`config.mk`:
```
export PLATFORM = sky130hd
export DESIGN_NAME = cv32e40px_xif_offload_tracker
export DESIGN_NICKNAME = d
export VERILOG_FILES = /design/src/rtl/cv32e40px_core_v_xif_pkg.sv /design/src/rtl/cv32e40px_ff_one.sv /design/src/rtl/cv32e40px_xif_offload_tracker.sv
export SDC_FILE = /design/constraint.sdc
export NUM_CORES = 1
export LEC_CHECK = 0
export BUFFER_PORTS_ARGS = -buffer_cell sky130_fd_sc_hd__clkbuf_2
export CAP_MARGIN = 20
export CORE_UTILIZATION = 40
export CTS_CLUSTER_DIAMETER = 60
export DETAILED_ROUTE_END_ITERATION = 8
export HOLD_SLACK_MARGIN = 0.08
export REMOVE_ABC_BUFFERS = 1
export SETUP_SLACK_MARGIN = 0.15
export SYNTH_ARGS = -nofsm -noshare
export SYNTH_HDL_FRONTEND = slang
export SYNTH_SLANG_ARGS = --single-unit
export TNS_END_PERCENT = 1
```
`constraint.sdc`:
```
create_clock -name clk_i -period 3.79 [get_ports clk_i]
set_input_delay 0 -clock clk_i [delete_from_list [all_inputs] [get_ports clk_i]]
set_output_delay 0 -clock clk_i [all_outputs]
set_load 0.005 [all_outputs]
```
`src/rtl/cv32e40px_core_v_xif_pkg.sv`:
```
// XIF shared types: the offload tracker entry and its default depth.
package cv32e40px_core_v_xif_pkg;

  localparam int unsigned XIF_TRACK_DEPTH = 4;
  // Ids are held zero-extended to this width so the entry type does not depend on X_ID_WIDTH.
  localparam int unsigned XIF_ID_MAX_W = 16;

  typedef struct packed {
    logic                    valid;
    logic                    committed;
    logic [XIF_ID_MAX_W-1:0] id;
    logic [4:0]              rd;
    logic                    wb;
  } xif_track_entry_t;

endpackage

```
`src/rtl/cv32e40px_ff_one.sv`:
```
// Leading-one finder: index of the lowest set bit, plus an all-zero flag.
module cv32e40px_ff_one #(
  parameter int unsigned LEN = 4
) (
  input  logic [LEN-1:0]                            in_i,
  output logic [((LEN > 1) ? $clog2(LEN) : 1)-1:0] first_one_o,
  output logic                                      no_ones_o
);

  localparam int unsigned IW = (LEN > 1) ? $clog2(LEN) : 1;

  always_comb begin
    first_one_o = '0;
    // Scan high to low so the lowest set bit wins.
    for (int i = int'(LEN) - 1; i >= 0; i--) begin
      if (in_i[i]) first_one_o = IW'(i);
    end
    no_ones_o = ~|in_i;
  end

endmodule

```
`src/rtl/cv32e40px_xif_offload_tracker.sv`:
```
// Tracks in-flight XIF offloads from issue through commit to result, and flags protocol misuse.
module cv32e40px_xif_offload_tracker
  import cv32e40px_core_v_xif_pkg::*;
#(
  parameter int unsigned X_ID_WIDTH = 4,
  parameter int unsigned DEPTH      = XIF_TRACK_DEPTH
) (
  input  logic                       clk_i,
  input  logic                       rst_i,
  input  logic                       issue_valid_i,
  input  logic                       issue_ready_i,
  input  logic                       issue_accept_i,
  input  logic                       issue_writeback_i,
  input  logic [X_ID_WIDTH-1:0]      issue_id_i,
  input  logic [4:0]                 issue_rd_i,
  input  logic                       commit_valid_i,
  input  logic [X_ID_WIDTH-1:0]      commit_id_i,
  input  logic                       commit_kill_i,
  input  logic                       result_valid_i,
  input  logic [X_ID_WIDTH-1:0]      result_id_i,
  output logic                       result_ready_o,
  output logic [4:0]                 result_rd_o,
  output logic                       result_we_o,
  output logic                       full_o,
  output logic                       empty_o,
  output logic [$clog2(DEPTH+1)-1:0] outstanding_o,
  output logic [31:0]                rd_busy_o,
  output logic                       protocol_err_o
);

  localparam int unsigned CW = $clog2(DEPTH + 1);
  localparam int unsigned IW = $clog2(DEPTH);

  // Handshakes: a transfer happens on a rising edge where valid (and ready, for issue/result)
  // are both high; valid never waits on ready, and result_ready is a pure function of the
  // current result request and registered entry state.
  xif_track_entry_t entry_q [DEPTH];
  xif_track_entry_t entry_d [DEPTH];

  logic [DEPTH-1:0] valid_vec, dup_hit, cmt_hit, res_id_hit, res_hit, kill_vec, res_free;
  logic [IW-1:0]    free_idx;
  logic             no_free, alloc_req, alloc, err_set, err_q;
  logic [CW-1:0]    count;

  cv32e40px_ff_one #(.LEN(DEPTH)) u_free_sel (
    .in_i        (~valid_vec),
    .first_one_o (free_idx),
    .no_ones_o   (no_free)
  );

  // One comparator per entry per port; ids among live entries are unique, so hits are one-hot.
  always_comb begin
    for (int i = 0; i < DEPTH; i++) begin
      valid_vec[i]  = entry_q[i].valid;
      dup_hit[i]    = entry_q[i].valid && (entry_q[i].id == XIF_ID_MAX_W'(issue_id_i));
      cmt_hit[i]    = entry_q[i].valid && (entry_q[i].id == XIF_ID_MAX_W'(commit_id_i));
      res_id_hit[i] = entry_q[i].valid && (entry_q[i].id == XIF_ID_MAX_W'(result_id_i));
      res_hit[i]    = res_id_hit[i] && entry_q[i].committed;
    end
  end

  always_comb begin
    result_ready_o = result_valid_i && (|res_hit);
    result_rd_o    = '0;
    result_we_o    = 1'b0;
    for (int i = 0; i < DEPTH; i++) begin
      if (result_ready_o && res_hit[i]) begin
        result_rd_o = result_rd_o | entry_q[i].rd;
        result_we_o = result_we_o | entry_q[i].wb;
      end
    end
  end

  assign alloc_req = issue_valid_i && issue_ready_i && issue_accept_i;
  assign alloc     = alloc_req && !no_free && !(|dup_hit);
  assign kill_vec  = (commit_valid_i && commit_kill_i) ? cmt_hit : '0;
  assign res_free  = result_ready_o ? res_hit : '0;
  assign err_set   = (alloc_req && (no_free || (|dup_hit)))
                   || (commit_valid_i && !(|cmt_hit))
                   || (result_valid_i && !(|res_id_hit))
                   || (|(kill_vec & res_free));

  always_comb begin
    for (int i = 0; i < DEPTH; i++) begin
      entry_d[i] = entry_q[i];
      if (commit_valid_i && !commit_kill_i && cmt_hit[i]) entry_d[i].committed = 1'b1;
      if (kill_vec[i] || res_free[i]) entry_d[i] = '0;
      // The chosen slot is free in registered state, so it never collides with a hit above.
      if (alloc && (free_idx == IW'(i))) begin
        entry_d[i].valid     = 1'b1;
        entry_d[i].committed = 1'b0;
        entry_d[i].id        = XIF_ID_MAX_W'(issue_id_i);
        entry_d[i].rd        = issue_rd_i;
        entry_d[i].wb        = issue_writeback_i;
      end
    end
  end

  always_ff @(posedge clk_i) begin
    if (rst_i) begin
      for (int i = 0; i < DEPTH; i++) entry_q[i] <= '0;
      err_q <= 1'b0;
    end else begin
      entry_q <= entry_d;
      err_q   <= err_q | err_set;
    end
  end

  always_comb begin
    count     = '0;
    rd_busy_o = '0;
    for (int i = 0; i < DEPTH; i++) begin
      count = count + CW'(entry_q[i].valid);
      if (entry_q[i].valid && entry_q[i].wb) rd_busy_o[entry_q[i].rd] = 1'b1;
    end
    rd_busy_o[0] = 1'b0;
  end

  assign outstanding_o  = count;
  assign full_o         = no_free;
  assign empty_o        = (count == '0);
  assign protocol_err_o = err_q;

endmodule

```
==> results.cfg <==
[power_and_ir_drop]
p_switching_uw = 262.0
power_density_nw_per_um2 = 233.9
p_leak_uw = 0.002002
p_total_uw = 1043
switching_share = 0.2513
clkPwrFrac = 0.377
irDropWorstVdd_mv = 0.2031
internal_power_uw = 780.8
seqPwrFrac = 0.512
p_comb_frac = 0.111

[grt]
grt_antenna_before_repair = 0
overflow = 0
grt_max_degree = 17
grt_pass1_vias = 3775
grt_pass1_wl_mm = 20.45
grt_use_total = 0.2596

[floorplanning]
coreArea_um2 = 9371
io_pins = 71
rows = 35
die_h_um = 101.0
fp.dieW_um = 101.0
start_util = 0.4182
dieArea_um2 = 10200

[yosys]
postSynth.asyncResetShare = 0
syn_inst = 489
seq_area_frac_synth = 0.2503
synth-edff-count = 0
yosys_warnings = 0
synthTopCellsByArea = dfxtp_1 25%, mux2i_1 10%, nand2_1 9.5%, xor2_1 5.6%, xnor2_1 4.7%
ys_seq_elements = 49
ys_top_cells_by_count = 99 x nand2_1, 49 x dfxtp_1, 40 x mux2i_1
avgSynthCellArea_um2 = 8.014
synth_cell_type_count = 52
yosysMostFrequentCell = nand2_1
syn_area_um2 = 3919
ys.flop_type = dfxtp_1
yosysTopAreaCellShare = 0.2503
synth.largest_area_cell = dfxtp_1

[finish]
nets = 571
num_antenna_cells = 0
stdcell_count = 669
synthToLayoutAreaGrowth_pct = 13.76
drive_above_1_share = 0.1907

[clock_tree]
htree_levels = 2
clkLatencyLatePin_ps = 310
clk_pin_slew_ps = 100
cts_made_buffers = 5
ctsResizeCount = 0
clockRootBuffer = clkbuf_8
cts_sinks = 49
clk_path_buf_depth = 2
cts_tree = done

[sta]
slew_violations = 0
fmax_ghz = 0.4202
grt_setup_unrepaired = no
setup_tns_ps = 0
setup_viol = 0
fin_crit_sh = 0.6279
fin_crit_ps = 2380
skew_ps = 14.47
final_hold_viol_count = 0
tightest_slew_ps = 1081
maxSlewHeadroom = 0.2735

[placement]
numPortBuffers = 69
place.gp.congestion = 0.8897
dpl.cell_count = 655
dp.final_hpwl_mm = 9.697

[setup_path]
start_kind = flip-flop
endpoint = entry_q[46]$_SDFFE_PP0P_
criticalPathCategory = reg2reg
reg2reg_setup_slack_ps = 1410
timing.rr.start = entry_q[47]$_SDFFE_PP0P_
critPathMostFrequentCell = and3_1
crit_path_start = entry_q[47]$_SDFFE_PP0P_
cp.required_ps = 3990
critPathMaxFanout = 12
r2r_end = entry_q[46]$_SDFFE_PP0P_
worstPathArrival_ps = 2580
cp-end-kind = flip-flop
max_stage_delay_ps = 730
crit_slowest_cell = nand4_1
worstPathCellList = ha_1, and3_1, a31oi_2, nand4_1, and3_1
rr_worst_depth = 5

[routing]
ant_nets = 0
vias = 4050
first_pass_iters = 5
wl_per_cell_um = 19.42
drc = 0
drt-total-wl_mm = 12.99
vias_per_cell = 6.054
first_iter_violations = 331

[outcome]
status = finished, final reports clean

[run]
maxCapViolCount = 0

[hold_path]
hold_class = in2reg
whs_path_depth = 3
-- placed cells by master (no fill, tap or decap), types with 3 or more instances in the layout --
| master | synthesis | final |
|---|---|---|
| a22oi_1 | 23 | 23 |
| dfxtp_1 | 49 | 49 |
| nor4_2 | 5 | 5 |
| xor2_1 | 25 | 25 |
| nor2_1 | 20 | 20 |
| or3b_2 | 5 | 5 |
| a222oi_1 | 7 | 7 |
| a221o_1 | 8 | 8 |
| buf_4 | 5 | 3 |
| nand3b_1 | 7 | 7 |
| nand4_1 | 6 | 6 |
| nand2_1 | 99 | 99 |
| and3b_1 | 6 | 6 |
| xnor2_1 | 21 | 21 |
| nor3b_1 | 7 | 7 |
| dlygate4sd3_1 | 0 | 4 |
| clkbuf_8 | 0 | 6 |
| or3_1 | 5 | 5 |
| o22ai_1 | 5 | 5 |
| nor3_1 | 10 | 10 |
| inv_1 | 6 | 6 |
| mux2i_1 | 40 | 40 |
| clkbuf_2 | 2 | 70 |
| a311oi_1 | 4 | 4 |
| nor4_1 | 3 | 3 |
| nor3_2 | 4 | 4 |
| ha_1 | 5 | 5 |
| a21o_1 | 4 | 4 |
| nand3_1 | 11 | 11 |
| and3_1 | 9 | 9 |
| nand2b_1 | 5 | 5 |
| o21ai_0 | 3 | 3 |
| o221ai_1 | 19 | 19 |
| a31oi_1 | 3 | 3 |
| a21oi_1 | 9 | 9 |
-- metal layers --
layer	wire length (µm)	vias up	global-route usage
li1	-	1892	-
met1	5308	1900	0.3181
met2	6260	217	0.4426
met3	924	41	0.04092
met4	497	0	0.1260
met5	0	-	0
-- worst max-delay path: cells and delay by family (launching register included) --
kind | cells | cell delay, ps
adder cells (fa/ha/maj) | 1 | 240
flip-flops | 1 | 450
AO/OA/AOI/OAI | 1 | 250
AND/OR/NAND/NOR | 3 | 1330
-- final cells by class --
type	instances	area, µm²
fill	965	4913
multi-input combinational	398	2748
sequential	49	980.9
timing repair buffer	79	425.4
tap	129	161.4
clock buffer	6	82.58
clock inverter	2	37.54
inverter	6	22.52
-- power groups by stage --
stage / Sequential (µW) / Clock (µW) / Combinational (µW)
global route: 535 / 421 / 126
floorplan: 540 / 0 / 60.7
finish: 533 / 394 / 116
CTS: 533 / 398 / 116
global placement: 545 / 0 / 109
detailed placement: 545 / 0 / 112
-- stage by stage --
step                      cell area (µm²)  utilization  setup WS (ps)  hold WS (ps)
after floorplan                      3751            -           1820         69.07
after global placement               4280       0.4567           1538         311.5
after detailed placement             4285       0.4573           1457         313.8
after CTS                            4446       0.4744           1400         104.6
after global routing                 4458       0.4757           1291         101.0
final                                4458       0.4757           1410         95.99
-- sequential cells by signal, summed over array words and instances (netlist names) --
signal and flops:
protocol_err_o 1, entry_q 48
-- worst min-delay path by stage --
stage | from | to | slack, ps
3_5_place_dp | rst_i | entry_q[95]$_SDFFE_PP0P_ | 310
4_1_cts | issue_rd_i[4] | entry_q[77]$_SDFFE_PP0P_ | 100
6_report | issue_rd_i[4] | entry_q[29]$_SDFFE_PP0P_ | 100
3_3_place_gp | rst_i | entry_q[95]$_SDFFE_PP0P_ | 310
5_1_grt | issue_rd_i[4] | entry_q[77]$_SDFFE_PP0P_ | 100
2_1_floorplan | rst_i | entry_q[23]$_SDFFE_PP0P_ | 70
-- cells by family (layout without fill, tap and decap cells) --
kind of cell,count (synthesis),in the layout,synth area share
muxes,40,40,0.1022
and+or+nand+nor,211,211,0.2845
buffers and inverters,42,93,0.04853
AOI/OAI and AO/OA,94,94,0.1897
DFF,49,49,0.2503
adders and majority gates,6,6,0.02107
xor gates and xnor gates,46,46,0.1028
other,1,1,0.0009569
-- repair_timing --
item / in CTS / in global routing
hold buffers: 4 / 0
buffers inserted: 0 / 0
hold endpoints to repair: 15 / 0
Power figures use the tool's default switching activity.
